==> src/rtl/debounce_pkg.sv <==
// Shared constants for the key debounce logic.
//
// DEBOUNCE_10MS_100MHZ : stability window of 10 ms at a 100 MHz clock.
// DEBOUNCE_CNT_W       : counter width that can hold DEBOUNCE_10MS_100MHZ-1.
// key_state_e          : per-channel debounced state (IDLE = released,
//                        HELD = pressed). The encoding equals the level bit.
package debounce_pkg;

   localparam int DEBOUNCE_10MS_100MHZ = 1_000_000;
   localparam int DEBOUNCE_CNT_W       = 20;

   typedef enum logic {
      KEY_IDLE = 1'b0,
      KEY_HELD = 1'b1
   } key_state_e;

endpackage : debounce_pkg

==> src/rtl/key_debounce_ch.sv <==
// Single debounce channel: two-flop synchroniser, polarity correction,
// stability counter, debounced level and one-cycle press/release strobes.
//
// Parameters
//   CNT_W         : stability counter width (STABLE_CYCLES <= 2**CNT_W).
//   STABLE_CYCLES : cycles a new sample value must persist to be accepted.
//   ACTIVE_LOW    : 1 inverts the synchronised input so pressed reads as 1.
// Ports
//   clk         in  system clock, rising edge
//   rst         in  synchronous active-high reset
//   key_raw     in  raw asynchronous key input
//   key_level   out debounced level (1 = pressed); this is the channel state
//   key_press   out one-cycle strobe on a rising debounced level
//   key_release out one-cycle strobe on a falling debounced level
module key_debounce_ch
   import debounce_pkg::*;
#(
   parameter int CNT_W         = DEBOUNCE_CNT_W,
   parameter int STABLE_CYCLES = DEBOUNCE_10MS_100MHZ,
   parameter bit ACTIVE_LOW    = 1'b0
) (
   input  logic clk,
   input  logic rst,
   input  logic key_raw,
   output logic key_level,
   output logic key_press,
   output logic key_release
);

   localparam logic [CNT_W-1:0] CNT_LAST = CNT_W'(STABLE_CYCLES - 1);

   logic             sync1_q, sync1_d;
   logic             sync2_q, sync2_d;
   logic [CNT_W-1:0] cnt_q, cnt_d;
   key_state_e       state_q, state_d;
   logic             press_q, press_d;
   logic             release_q, release_d;
   logic             sample;

   always_comb begin
      sync1_d   = key_raw;
      sync2_d   = sync1_q;
      sample    = sync2_q ^ ACTIVE_LOW;
      state_d   = state_q;
      cnt_d     = cnt_q;
      press_d   = 1'b0;
      release_d = 1'b0;

      // The counter only runs while the sample disagrees with the state;
      // any agreement restarts it, so short glitches never get through.
      if (sample == logic'(state_q)) begin
         cnt_d = '0;
      end else if (cnt_q == CNT_LAST) begin
         state_d   = sample ? KEY_HELD : KEY_IDLE;
         cnt_d     = '0;
         press_d   = sample;
         release_d = ~sample;
      end else begin
         cnt_d = cnt_q + CNT_W'(1);
      end
   end

   always_ff @(posedge clk) begin
      if (rst) begin
         // Synchroniser parks at the inactive raw value so a key held
         // through reset is seen as a fresh change afterwards.
         sync1_q   <= ACTIVE_LOW;
         sync2_q   <= ACTIVE_LOW;
         cnt_q     <= '0;
         state_q   <= KEY_IDLE;
         press_q   <= 1'b0;
         release_q <= 1'b0;
      end else begin
         sync1_q   <= sync1_d;
         sync2_q   <= sync2_d;
         cnt_q     <= cnt_d;
         state_q   <= state_d;
         press_q   <= press_d;
         release_q <= release_d;
      end
   end

   assign key_level   = logic'(state_q);
   assign key_press   = press_q;
   assign key_release = release_q;

endmodule : key_debounce_ch

==> src/rtl/key_debounce_multi.sv <==
// Multi-channel key debouncer: N_KEYS independent key_debounce_ch
// instances. Wiring only.
//
// Parameters
//   N_KEYS, CNT_W, STABLE_CYCLES, ACTIVE_LOW (see key_debounce_ch)
// Ports
//   clk         in  system clock, rising edge
//   rst         in  synchronous active-high reset
//   key_in      in  [N_KEYS] raw asynchronous key inputs
//   key_level   out [N_KEYS] debounced levels (1 = pressed)
//   key_press   out [N_KEYS] one-cycle press strobes
//   key_release out [N_KEYS] one-cycle release strobes
module key_debounce_multi
   import debounce_pkg::*;
#(
   parameter int N_KEYS        = 4,
   parameter int CNT_W         = DEBOUNCE_CNT_W,
   parameter int STABLE_CYCLES = DEBOUNCE_10MS_100MHZ,
   parameter bit ACTIVE_LOW    = 1'b0
) (
   input  logic              clk,
   input  logic              rst,
   input  logic [N_KEYS-1:0] key_in,
   output logic [N_KEYS-1:0] key_level,
   output logic [N_KEYS-1:0] key_press,
   output logic [N_KEYS-1:0] key_release
);

   for (genvar g = 0; g < N_KEYS; g++) begin : g_ch
      key_debounce_ch #(
         .CNT_W         (CNT_W),
         .STABLE_CYCLES (STABLE_CYCLES),
         .ACTIVE_LOW    (ACTIVE_LOW)
      ) u_ch (
         .clk         (clk),
         .rst         (rst),
         .key_raw     (key_in[g]),
         .key_level   (key_level[g]),
         .key_press   (key_press[g]),
         .key_release (key_release[g])
      );
   end

endmodule : key_debounce_multi

==> config.mk <==
export PLATFORM = sky130hd
export DESIGN_NAME = key_debounce_multi
export DESIGN_NICKNAME = d
export VERILOG_FILES = /design/src/rtl/debounce_pkg.sv /design/src/rtl/key_debounce_ch.sv /design/src/rtl/key_debounce_multi.sv
export SDC_FILE = /design/constraint.sdc
export NUM_CORES = 1
export LEC_CHECK = 0
export CORE_ASPECT_RATIO = 1.2
export CORE_UTILIZATION = 45
export CTS_BUF_LIST = sky130_fd_sc_hd__clkbuf_8
export DETAILED_ROUTE_END_ITERATION = 16
export GPL_ROUTABILITY_DRIVEN = 0
export PLACE_DENSITY_LB_ADDON = 0.3
export SLEW_MARGIN = 10
export SYNTH_ARGS = -nofsm -noshare
export SYNTH_HDL_FRONTEND = slang
export SYNTH_SLANG_ARGS = --single-unit
==> constraint.sdc <==
create_clock -name clk -period 3.2 [get_ports clk]
set_clock_uncertainty 0.2 [all_clocks]
set_input_delay 0.48 -clock clk [delete_from_list [all_inputs] [get_ports clk]]
set_output_delay 0.48 -clock clk [all_outputs]
set_load 0.01 [all_outputs]
## Yosys cells after proc, flatten, opt, wreduce, memory -nomap -nowiden

Cells that the tools add are included.

- Word-level logic and storage cells: 64
- Output and inout bits: 12
- Flip-flop bits (word level): 100

- Add/subtract/negate cells: 4
- Muxes and demuxes: 4
- Reductions and logical operators: 12
- Bitwise gates (word level): 12
- Equal/unequal tests: 8

Operators with widths:

| kind | number |
|---|---|
| adder 20 x 1 -> 20 bit, second input constant | 4 |
| equality test 20 bit, second input constant | 4 |
| OR reduction 3 bit | 8 |
| NOT 1 bit | 12 |
| AND reduction 2 bit | 4 |
| equality test 1 bit | 4 |
| two-way mux 1 bit | 4 |

## Depth between registers and ports, before layout

- Depth in word-level cells: 3
- Depth in mapped cells: 6
- Mapped depth without buffers: 5

## Cells and area by module

From an unflattened synthesis, not the netlist that was laid out.

- Cell total of the unflattened synthesis: 484
- Area total of the unflattened synthesis: 4,379.2 sq um

By module, submodules not included:

| module | cells an instance | area an instance (sq um) | sequential area each (sq um) | instances |
|---|---|---|---|---|
| key_debounce_ch | 121 | 1,094.8 | 500.5 | 4 |

## Worst setup path after synthesis

No wires, ideal clock.

- Path type: flip-flop to flip-flop
- From: register g_ch[3].u_ch.cnt_q[0]
- To: register g_ch[3].u_ch.cnt_q[18]
- Buffers on the path: 1
- Stages on the path, launching flop included: 7
- Slack: 1.035 ns
- Arrival: 1.894 ns
- Library setup time: 0.070 ns
- Period minus slack after synthesis: 2.165 ns
- Cell sequence: dfxtp_1 ha_1 nand4_1 or4_1 clkbuf_2 or4_1 a21oi_1

- Longest elaborated chain between the ends: 2
- Elaborated cells between the ends (all ways): 3

RTL lines:

| what | line | RTL |
|---|---|---|
| from (decl) | key_debounce_ch.sv:34 | `logic [CNT_W-1:0] cnt_q, cnt_d;` |
| from (signal assigned) | key_debounce_ch.sv:76 | `cnt_q <= cnt_d;` |
| branches (longest 2 deep; another with adder 20 x 1 -> 20 bit) | - |  |

Several ways; the timed one is not identified.
A chain may end at the register's enable or synchronous reset.

## Worst setup path after layout

- From: register g_ch[2].u_ch.cnt_q[0]
- To: register g_ch[2].u_ch.cnt_q[2]

- Longest elaborated chain between the ends: 2
- Elaborated cells between the ends (all ways): 3

RTL lines:

| what | line |
|---|---|
| from (decl) | key_debounce_ch.sv:34 |
| from (signal assigned) | key_debounce_ch.sv:76 |
| branches (longest 2 deep; another with adder 20 x 1 -> 20 bit) | - |

Several ways; the timed one is not identified.

==> impl_metrics.env <==
export IMPL_hp_start="g_ch[3].u_ch.sync1_q"
export IMPL_maxCapViolations=0
export IMPL_grt_pass1_wl_um=13700
export IMPL_ctsLongestPathBuffers=2
export IMPL_cts_resized=0
export IMPL_die_h_um=110
export IMPL_dp_final_hpwl_um=5400
export IMPL_p_sw_uw=445
export IMPL_synthAdderAreaFrac_pct=1.15
export IMPL_r2r_slack_ns=0.71
export IMPL_root_buffer="clkbuf_8"
export IMPL_synth_area_leaders="dfxtp_1 46%, xnor2_1 7.5%, nor2_1 6.1%"
export IMPL_post_cts_setup_buffer_count=0
export IMPL_power_frac_seq_pct=60.7
export IMPL_hold_slack_ns=0.246
export IMPL_start_util_pct=47.0
export IMPL_synthSimpleGateAreaFrac_pct=29.2
export IMPL_ys_types=36
export IMPL_synth_seq_area_share_pct=46.1
export IMPL_post_route_min_period_ns=2.49
export IMPL_hold_depth=1
export IMPL_grt_antenna_before_repair=0
export IMPL_cp_end_kind="flop"
export IMPL_fillers=864
export IMPL_swShare_pct=21.6
export IMPL_p_total_uw=2060
export IMPL_tightest_slew_ns=0.699
export IMPL_core_sq_um=9220
export IMPL_status="completed"
export IMPL_vias_per_cell=5.31
export IMPL_tns_ns=0
export IMPL_drive_above_1_share_pct=5.28
export IMPL_grt_max_degree=20
export IMPL_yosysTopAreaCellShare_pct=46.1
export IMPL_rows=38
export IMPL_syn_to_final_growth_pct=8.77
export IMPL_dr_pass1_iters=6
export IMPL_leakagePower_uw=0.00133
export IMPL_cts_tree="yes"
export IMPL_whs_endpoint="g_ch[3].u_ch.sample"
export IMPL_synthMuxAreaShare_pct=0
export IMPL_reg2reg_from="g_ch[2].u_ch.cnt_q[0]"
export IMPL_synth_compound_area_share_pct=8.02
export IMPL_drv_slew=0
export IMPL_cpPeakStageDelay_ns=0.57
export IMPL_postCtsHoldBufs=0
export IMPL_clockPowerShare_pct=37.9
export IMPL_cp_required_ns=3.26
export IMPL_path_class="flop to flop"
export IMPL_clkLatencyLatePin_ns=0.36
export IMPL_grt_overflow=0
export IMPL_synth_top_cell_by_area="dfxtp_1"
export IMPL_drt_total_wl_um=7690
export IMPL_rr_endpoint="g_ch[2].u_ch.cnt_q[2]"
export IMPL_power_density_nw_per_um2=438
export IMPL_p_comb_share_pct=1.4
export IMPL_path_cells="ha_1 > nand3_1 > or4_1 > o21ai_1 > buf_4 > nor2_1"
export IMPL_use_met3_pct=3.04
export IMPL_die_area_sq_um=10000
export IMPL_use_met2_pct=28.1
export IMPL_antenna_cells=0
export IMPL_ys_ff_latch=100
export IMPL_finalSetupViolCount=0
export IMPL_cellInternalPower_uw=1620
export IMPL_avgSynthCellArea_sq_um=8.61
export IMPL_slowest_stage="or4_1"
export IMPL_cts_buffers=9
export IMPL_synth_top_family_by_area="simple AND/OR/NAND/NOR gates"
export IMPL_busiest_layer="met2"
export IMPL_grt_pass1_vias=3115
export IMPL_grt_usage_pct=17.0
export IMPL_portBuffers=17
export IMPL_max_freq_mhz=402
export IMPL_fin_util_pct=51.2
export IMPL_clk_pin_slew_ns=0.09
export IMPL_syn_num_nets=514
export IMPL_start_kind="flop"
export IMPL_fin_crit_sh_pct=77.7
export IMPL_hp_class="flop to flop"
export IMPL_finalHoldViolations=0
export IMPL_cp_max_fo=12
export IMPL_yosysWarnings=0
export IMPL_use_met1_pct=21.5
export IMPL_fp_dieW_um=91.6
export IMPL_nets=517
export IMPL_synthXorXnorAreaFrac_pct=10.1
export IMPL_cts_num_sinks=100
export IMPL_rsz0062_at_grt="false"
export IMPL_wire_per_inst_um=12.2
export IMPL_placed_area_sq_um=4530
export IMPL_ant_nets=0
export IMPL_drtIter0Drc=134
export IMPL_syn_area_sq_um=4340
export IMPL_max_slew_margin_pct=53.1
export IMPL_r2r_cells=6
export IMPL_pin_count=18
export IMPL_num_vias=3349
export IMPL_drc=0
export IMPL_vdd_drop_max_mv=0.237
export IMPL_worstPathArrival_ns=2.55
export IMPL_netlist_instances=504
export IMPL_fin_area_sq_um=4720
export IMPL_h_tree_depth=3
-- logic make-up (layout without fill, tap and decap cells) --
logic type                 count (synthesis)  after routing
and+or+nand+nor                          237            237
DFF                                      100            100
AOI/OAI and AO/OA                         64             64
xor gates and xnor gates                  50             50
buffers and inverters                     49             56
adders and majority gates                  4              4
-- stage by stage --
| step | instances | setup slack, ns |
|---|---|---|
| finish | 631 | 0.714 |
| global route | 631 | 0.550 |
| CTS | 631 | 0.724 |
| detailed placement | 616 | 0.734 |
| global placement | 616 | 0.774 |
| floorplan | 504 | 1.04 |
-- worst max-delay path, delay by kind of cell (launching register included) --
| kind | cells | cell delay (ns) |
|---|---|---|
| adder cells (fa/ha/maj) | 1 | 0.21 |
| AO/OA/AOI/OAI | 1 | 0.51 |
| AND/OR/NAND/NOR | 3 | 0.81 |
| flip-flops | 1 | 0.36 |
| buffers and inverters | 1 | 0.30 |
-- power groups by stage --
stage	registers (uW)	clock network, uW	logic (uW)
after global placement	1280	0	29.1
after CTS	1250	810	29.5
after global routing	1260	860	33.1
final	1250	782	28.9
after floorplan	1280	0	17.3
after detailed placement	1280	0	29.4
-- layout by cell type (no fill, tap or decap), drive strengths merged, types with 4 or more instances in the layout --
cell type,synthesis,final
nand3,29,29
and3,9,9
nand2,29,29
inv,19,20
or4,18,18
dfxtp,100,100
nor2,71,71
xor2,13,13
nor4,12,12
a21oi,30,30
nor2b,8,8
buf,17,5
o21ai,23,23
and4,5,5
clkdlybuf4s50,0,17
clkbuf,13,9
nor3,8,8
or3,20,20
nor4b,7,7
xnor2,37,37
nand4,13,13
ha,4,4
o31ai,11,11
-- registers in the layout, indices dropped and copies added (netlist names) --
signal / count
g_ch.u_ch.key_release: 4
g_ch.u_ch.sync1_q: 4
g_ch.u_ch.key_press: 4
g_ch.u_ch.sample: 4
g_ch.u_ch.key_level: 4
g_ch.u_ch.cnt_q: 80
-- final cells by class --
| class | count | area, sq um | area share, % |
|---|---|---|---|
| multi-input combinational | 355 | 2100 | 44.5 |
| sequential | 100 | 2000 | 42.4 |
| timing repair buffer | 22 | 208 | 4.40 |
| tap | 120 | 150 | 3.18 |
| clock buffer | 9 | 124 | 2.62 |
| inverter | 19 | 71.3 | 1.51 |
| clock inverter | 6 | 63.8 | 1.35 |
-- how the worst max path moves through the flow --
stage                                     start  cells past startpoint                endpoint
final                     g_ch[2].u_ch.cnt_q[0]                      6   g_ch[2].u_ch.cnt_q[2]
after global routing      g_ch[1].u_ch.cnt_q[0]                      6   g_ch[1].u_ch.cnt_q[9]
after CTS                 g_ch[2].u_ch.cnt_q[0]                      6   g_ch[2].u_ch.cnt_q[2]
after detailed placement  g_ch[2].u_ch.cnt_q[0]                      6   g_ch[2].u_ch.cnt_q[2]
after global placement    g_ch[2].u_ch.cnt_q[0]                      6   g_ch[2].u_ch.cnt_q[9]
after floorplan           g_ch[3].u_ch.cnt_q[0]                      6  g_ch[3].u_ch.cnt_q[18]
-- synth_stat cells --
cell and number:
xor2_1 13, nor3b_1 1, clkbuf_1 12, buf_4 12, and3_1 8, nor2_1 71
nor3_1 8, ha_1 4, nor4_1 12, nand3_2 1, and3_2 1, or3_2 2
or4_1 17, or3_1 18, buf_2 5, nand4_2 1, and4_1 5, a21oi_1 30
dfxtp_1 100, o21ai_1 1, o31ai_1 11, or3b_1 1, or4_2 1, nand4_1 12
nor2b_1 8, xnor2_1 37, and2_1 2, nand4b_1 2, o21ai_0 22, inv_1 19
nand3_1 28, or2_2 1, clkbuf_2 1, nand3b_1 1, nor4b_1 7, nand2_1 29
-- routing by layer --
metal,part of all wire (%),routed length [um]
met3,3.3,255
met5,0,0
met2,46,3530
met4,1.4,107
met1,49,3790
Power figures use the tool's default switching activity.
